--- src/rtl/counter_ctrl.sv ---
// rtl/counter_ctrl.sv - sequencer driving one external counter through one-shot, periodic or ping-pong runs.
// Optional prescaled count tick enabled by defining CNT_CTRL_PRESCALE_EN.
module counter_ctrl #(
    parameter int COUNTER_SIZE = 32,
    parameter int PRESCALE_W   = 8
) (
    input  logic                    clk,
    input  logic                    res_n,
    input  logic                    start,
    input  logic                    stop,
    input  logic [1:0]              mode,
    input  logic [COUNTER_SIZE-1:0] init_val,
    input  logic [COUNTER_SIZE-1:0] target_val,
    input  logic [PRESCALE_W-1:0]   prescale,
    input  logic [COUNTER_SIZE-1:0] cnt_out,
    output logic                    cnt_enable,
    output logic                    cnt_load,
    output logic                    cnt_dir,
    output logic [COUNTER_SIZE-1:0] cnt_in,
    output logic                    busy,
    output logic                    done
);

    typedef enum logic [1:0] {
        ST_IDLE = 2'd0,
        ST_LOAD = 2'd1,
        ST_RUN  = 2'd2
    } state_t;

    localparam logic [1:0] MODE_PERIODIC = 2'b01;
    localparam logic [1:0] MODE_PINGPONG = 2'b10;

    state_t                  state_q, state_d;
    logic [COUNTER_SIZE-1:0] init_q, init_d;
    logic [COUNTER_SIZE-1:0] target_q, target_d;
    logic [1:0]              mode_q, mode_d;
    logic                    dir_q, dir_d;
    logic                    phase_q, phase_d;
    logic                    done_q, done_d;
    logic                    hit;
    logic                    tick;

    // phase_q is set only on the return leg of a ping-pong run, where INIT is the endpoint
    assign hit = (state_q == ST_RUN) &&
                 (phase_q ? (cnt_out == init_q) : (cnt_out == target_q));

`ifdef CNT_CTRL_PRESCALE_EN
    logic [PRESCALE_W-1:0] div_q, div_d;

    assign tick = (div_q == prescale);

    always_comb begin
        div_d = div_q;
        if (state_q == ST_LOAD) begin
            div_d = '0;
        end else if (state_q == ST_RUN) begin
            if (hit || tick) begin
                div_d = '0;
            end else begin
                div_d = div_q + 1'b1;
            end
        end
    end

    always_ff @(posedge clk or negedge res_n) begin
        if (!res_n) begin
            div_q <= '0;
        end else begin
            div_q <= div_d;
        end
    end
`else
    logic unused_prescale;

    assign tick            = 1'b1;
    assign unused_prescale = ^prescale;
`endif

    always_comb begin
        state_d    = state_q;
        init_d     = init_q;
        target_d   = target_q;
        mode_d     = mode_q;
        dir_d      = dir_q;
        phase_d    = phase_q;
        done_d     = 1'b0;
        cnt_enable = 1'b0;
        cnt_load   = 1'b0;
        case (state_q)
            ST_IDLE: begin
                if (start && !stop) begin
                    state_d  = ST_LOAD;
                    init_d   = init_val;
                    target_d = target_val;
                    mode_d   = mode;
                    dir_d    = (init_val > target_val);
                    phase_d  = 1'b0;
                end
            end
            ST_LOAD: begin
                if (stop) begin
                    state_d = ST_IDLE;
                end else begin
                    cnt_load = 1'b1;
                    state_d  = ST_RUN;
                end
            end
            ST_RUN: begin
                if (stop) begin
                    state_d = ST_IDLE;
                end else if (hit) begin
                    // an endpoint hit on back-to-back cycles (INIT == TARGET) still yields separate pulses
                    done_d = !done_q;
                    case (mode_q)
                        MODE_PERIODIC: cnt_load = 1'b1;
                        MODE_PINGPONG: begin
                            dir_d   = !dir_q;
                            phase_d = !phase_q;
                        end
                        default:       state_d = ST_IDLE;
                    endcase
                end else begin
                    cnt_enable = tick;
                end
            end
            default: state_d = ST_IDLE;
        endcase
    end

    always_ff @(posedge clk or negedge res_n) begin
        if (!res_n) begin
            state_q  <= ST_IDLE;
            init_q   <= '0;
            target_q <= '0;
            mode_q   <= '0;
            dir_q    <= 1'b0;
            phase_q  <= 1'b0;
            done_q   <= 1'b0;
        end else begin
            state_q  <= state_d;
            init_q   <= init_d;
            target_q <= target_d;
            mode_q   <= mode_d;
            dir_q    <= dir_d;
            phase_q  <= phase_d;
            done_q   <= done_d;
        end
    end

    assign cnt_dir = dir_q;
    assign cnt_in  = init_q;
    assign busy    = (state_q != ST_IDLE);
    assign done    = done_q;

endmodule

--- config.mk ---
export PLATFORM = sky130hd
export DESIGN_NAME = counter_ctrl
export DESIGN_NICKNAME = d
export VERILOG_FILES = /design/src/rtl/counter_ctrl.sv
export SDC_FILE = /design/constraint.sdc
export NUM_CORES = 1
export LEC_CHECK = 0
export ABC_AREA = 1
export CORE_MARGIN = 2
export CORE_UTILIZATION = 25
export CTS_CLUSTER_DIAMETER = 120
export CTS_CLUSTER_SIZE = 30
export DETAILED_ROUTE_END_ITERATION = 8
export PLACE_DENSITY = 0.52
export SKIP_CTS_REPAIR_TIMING = 1
export SLEW_MARGIN = 0
export SYNTH_ARGS = -nofsm -noshare
export SYNTH_HDL_FRONTEND = slang
export SYNTH_SLANG_ARGS = --single-unit
--- constraint.sdc ---
create_clock -name clk -period 2.59 [get_ports clk]
set_input_delay 0.518 -clock clk [delete_from_list [all_inputs] [get_ports clk]]
set_output_delay 0.518 -clock clk [all_outputs]
set_load 0.1 [all_outputs]
# Yosys cells after proc, flatten, opt, wreduce, memory -nomap -nowiden
# Index checks and enable logic that the tools add are counted.
# totals
regBits,71
inputBits,110
output_inout_bits,37
word_cells,61
# classes
order_cmp,1
n_eq_ne,12
mux,28
reduce_logical,13
# op_table
operator,n
$eq 32x32->1,2
$gt 32x32->1,1
$mux 1,19
$mux 2,5
$ne 2x2->1 const B,3
$ne 3x3->1 const B,2
$pmux 1 s2,3
$pmux 2 s3,1
$reduce_and 5->1,1
$eq 2x1->1 const B,2
$eq 2x2->1 const B,2
$logic_not 1->1,4
$reduce_bool 2->1,2
$reduce_and 3->1,1
$logic_and 1x1->1,2
$logic_not 2->1,1
$ne 2x1->1 const B,1
$reduce_and 2->1,1
$reduce_or 2->1,1

# Depth between registers and ports, before layout
# depth
ltp_word,6
depth_mapped,17
depth_no_buf,16

# Least setup slack after synthesis
# OpenSTA, ideal clock, no wires.
# synth_timing
kind,flip-flop to output port
from,register init_q[14] (netlist: cnt_in[14])
to,output port cnt_load
arrival_ns,3.827
required_ns,2.072
path_slack_ns,-1.755
path_stages_with_launch,11
n_path_buf,0
path_cell_list,dfrtp_1 > inv_1 > nand2_1 > nand3_1 > nand2_1 > nand2_1 > nor2_1 > nand2_1 > nor2_2 > nand4_1 > a21boi_0
# synth_between
elab_chain_cells,6
# synth_rtl
element,line_no,source
"start, declared",34,"logic [COUNTER_SIZE-1:0] init_q, init_d;"
"start signal, assigned",141,init_q <= init_d;
$eq 32x32->1,45,(phase_q ? (cnt_out == init_q) : (cnt_out == target_q));
$mux 1,45,
$logic_and 1x1->1,44,assign hit = (state_q == ST_RUN) &&
$mux 1,111,end else if (hit) begin
$mux 1,109,if (stop) begin
$pmux 1 s2,89,case (state_q)
"end, declared",17,"output logic cnt_load,"
# Every way passes these cells.

# Worst setup path after layout
# layout_timing
from,register phase_q
to,output port cnt_load
# layout_between
elab_chain_cells,5
# layout_rtl
element,line_no,source
"start, declared",38,"logic phase_q, phase_d;"
"start signal, assigned",145,phase_q <= phase_d;
$mux 1,45,
$logic_and 1x1->1,44,
$mux 1,111,
$mux 1,109,
$pmux 1 s2,89,
# Every way passes these cells.

==> summary.md <==
| Metric | Value |
|---|---|
| Main combinational cell family by area after synthesis | `simple AND/OR/NAND/NOR gates` |
| Sink Count | `between 70 and 80` |
| Diodes inserted | `0` |
| DRT antenna net count | `0` |
| Slew HR | `66.48%` |
| Critical path required time | `2.07 ns` |
| Seq/Total Area, Yosys | `37.91%` |
| Row count | `50` |
| Root Driver | `clkbuf_16` |
| TritonCTS buffer count | `9` |
| Dpl cells | `approximately 1k` |
| Clock buffer depth | `2` |
| H-tree level count | `3` |
| Nets | `929` |
| Starting density of the core | `roughly a quarter` |
| Clock Skews | `0.009013 ns` |
| Run status | `finished with violations` |
| WL/cell | `~14 um` |
| DR DRC count | `0` |
| Max Cap Viol | `0` |
| Final setup fails | `2` |
| RSZ-0062 raised after global routing | `true` |
| Main synth FF type | `dfrtp_1` |
| Adder-cell share of the synthesized area | `9.877%` |
| Mapped Area | `0.004687 mm2` |
| Cells after Synth | `634` |
| Via density | `4.215` |
| Height of the die | `140.9 um` |
| Worst slew pin tran | `0.5027 ns` |
| Area of the core | `0.01858 mm2` |
| Clock transition at path regs | `0.06 ns` |
| Tmin final | `2.890 ns` |
| DR vias | `4304` |
| Library cells used by synthesis | `25` |
| Setup crit end kind | `output port` |
| Final setup margin | `-0.3000 ns` |
| Post-synth top area share | `37.91%` |
| Failing checks | `negative setup slack` |
| CP Class | `reg2out` |
| Io pins | `about 150` |
| Final WL | `14270 um` |
| Total GRT Usage | `15.03%` |
| PortBufs | `138` |
| List of most frequent post-synthesis cells | `nand2_1 (244), inv_1 (82), dfrtp_1 (71)` |
| Worst-path maximum fanout | `15` |
| Async S/R FF share, synth | `100.0%` |
| Dominant cell type by area after synthesis | `dfrtp_1` |
| Share of cells above drive strength 1 | `between 10% and 20%` |
| Largest net degree at the start of global routing | `56` |
| Period utilization | `111.6%` |
| Type of origin of the critical path | `flop` |
| XOR/XNOR Fraction of Synth Area | `0%` |
| Final Hold Violating Endpoints | `0` |
| Pre-antenna DRT Iters | `4` |
| Peak supply drop | `0.8916 mV` |
| Worst-skew pair later-pin latency | `0.34 ns` |
| Count leader, synth | `nand2_1` |
| Worst Path Arrival | `2.37 ns` |
| First-pass GRT wire length | `23120 um` |
| Die Area | `~0.02 mm2` |
| Mux share of post-synthesis cell area | `between 5 and 6%` |
| Min-Delay Path Class | `in2async` |
| Leakage | `0.003423 uW` |
| Area Overhead vs Synth | `44.93%` |
| Mean Syn Cell Area | `roughly 7.4 um2` |
| Power per Cell Area | `1262 mW/mm2` |
| Synth area leaders | `dfrtp_1 (38%), nand2_1 (20%), ha_1 (9.9%)` |
| Pre-CTS setup slack | `-0.1706 ns` |
| Synth Area in Simple Gates | `a little under a third` |
| Die width | `140.9 um` |
| GPL Wtd Cong | `roughly 0.75` |
| CTS tree | `built` |
| Min Hold Slack | `0.1342 ns` |
| Yosys reg bits | `71` |
| Number of synthesized flops with an enable pin | `0` |
| Post-Syn Nets | `781` |
| Compound-gate portion of the synthesized area | `7.395%` |
| Syn. warnings | `0` |
| Max Slew Vio Count | `0` |
| Final global-route overflow total | `0` |
| Initial drt markers | `207` |
| HPWL Detailed | `11230 um` |
| Via count of the first global-routing pass | `between 4k and 5k` |
| Final Non-Filler Cells | `1021` |
| Fmax achieved | `346.0 MHz` |
| Initial antenna violation count | `0` |
-- path summary, 6_finish.rpt --
check / slack [ns] / end / from / cells past startpoint
hold reg to reg: 0.46 / done$_DFF_PN0_ / done$_DFF_PN0_ / 1
setup / recovery: -0.30 / cnt_load / phase_q$_DFFE_PN0P_ / 10
max in group asynchronous: 1.88 / cnt_in[16]$_DFFE_PN0P_ / res_n / 2
setup reg to reg: 0.46 / phase_q$_DFFE_PN0P_ / phase_q$_DFFE_PN0P_ / 14
hold / removal: 0.13 / target_q[2]$_DFFE_PN0P_ / res_n / 1
min in group clk: 0.46 / done$_DFF_PN0_ / done$_DFF_PN0_ / 1
-- layout make-up --
cell class | instances | area, um2
Fill cell | 1983 | 11790
Multi-Input combinational cell | 462 | 2534
Sequential cell | 71 | 1818
Timing Repair Buffer | 155 | 1544
Inverter | 83 | 314.1
Tap cell | 234 | 292.8
Clock buffer | 10 | 229.0
Clock inverter | 6 | 61.31
-- per-stage QoR --
| stage | utilization, % | TNS [ns] | cell area (um2) | power (uW) |
|---|---|---|---|---|
| floorplan | - | 0 | 4738 | 5913 |
| global placement | 34.73 | -0.2656 | 6454 | 7296 |
| detailed placement | 34.73 | -0.2692 | 6454 | 7345 |
| CTS | 36.30 | -0.6413 | 6744 | 8641 |
| global route | 36.56 | -0.8400 | 6793 | 9240 |
| finish | 36.56 | -0.4935 | 6793 | 8573 |
-- worst max-delay path, cell delays in order, from the launching register on --
cell and delay [ns]:
dfrtp_2 0.47, clkbuf_16 0.21, or2_2 0.31, nand3_1 0.07, nand3_1 0.10, nor2_1 0.11
nand2_1 0.06, nor2_2 0.14, nand4_1 0.16, a21boi_4 0.21, buf_12 0.19
-- report_power, final --
group          switching [uW]  total, uW  leakage, uW  internal (uW)
Combinational            3670       5230      0.00246           1560
Sequential                385       2100     0.000822           1720
Clock                     498       1240     0.000142            743
-- flip-flops by register name (all words and copies together) (netlist names) --
signal,cells
cnt_in,32
target_q,32
mode_q,2
state_q,2
cnt_dir,1
done,1
phase_q,1
-- cells in the final DEF (no fill, tap or decap), drive strengths merged --
| cell type | instances |
|---|---|
| nand2 | 249 |
| clkdlybuf4s50 | 100 |
| inv | 83 |
| dfrtp | 71 |
| buf | 54 |
| o21ai | 39 |
| ha | 37 |
| nor2 | 31 |
| mux2 | 24 |
| a21oi | 23 |
| nand3b | 21 |
| nand3 | 21 |
| clkbuf | 11 |
| nand4 | 6 |
| clkinv | 4 |
| or2 | 3 |
| nor3 | 3 |
| o21a | 2 |
| a21boi | 1 |
| o21bai | 1 |
| a31oi | 1 |
| clkinvlp | 1 |
| bufinv | 1 |
-- kinds of logic after synthesis --
kind of cell / Yosys count
buffers and inverters: 101
adders and majority gates: 37
AOI/OAI and AO/OA: 67
DFF: 71
and+or+nand+nor: 334
muxes: 24
-- routing by layer --
metal,up-vias,wire length [um],global-route usage (%)
li1,2306,-,-
met1,1905,6867,19.78
met2,86,6564,24.49
met3,7,749,4.280
met4,0,90,3.632
met5,-,0,0
(Power assumes the default switching activity.)
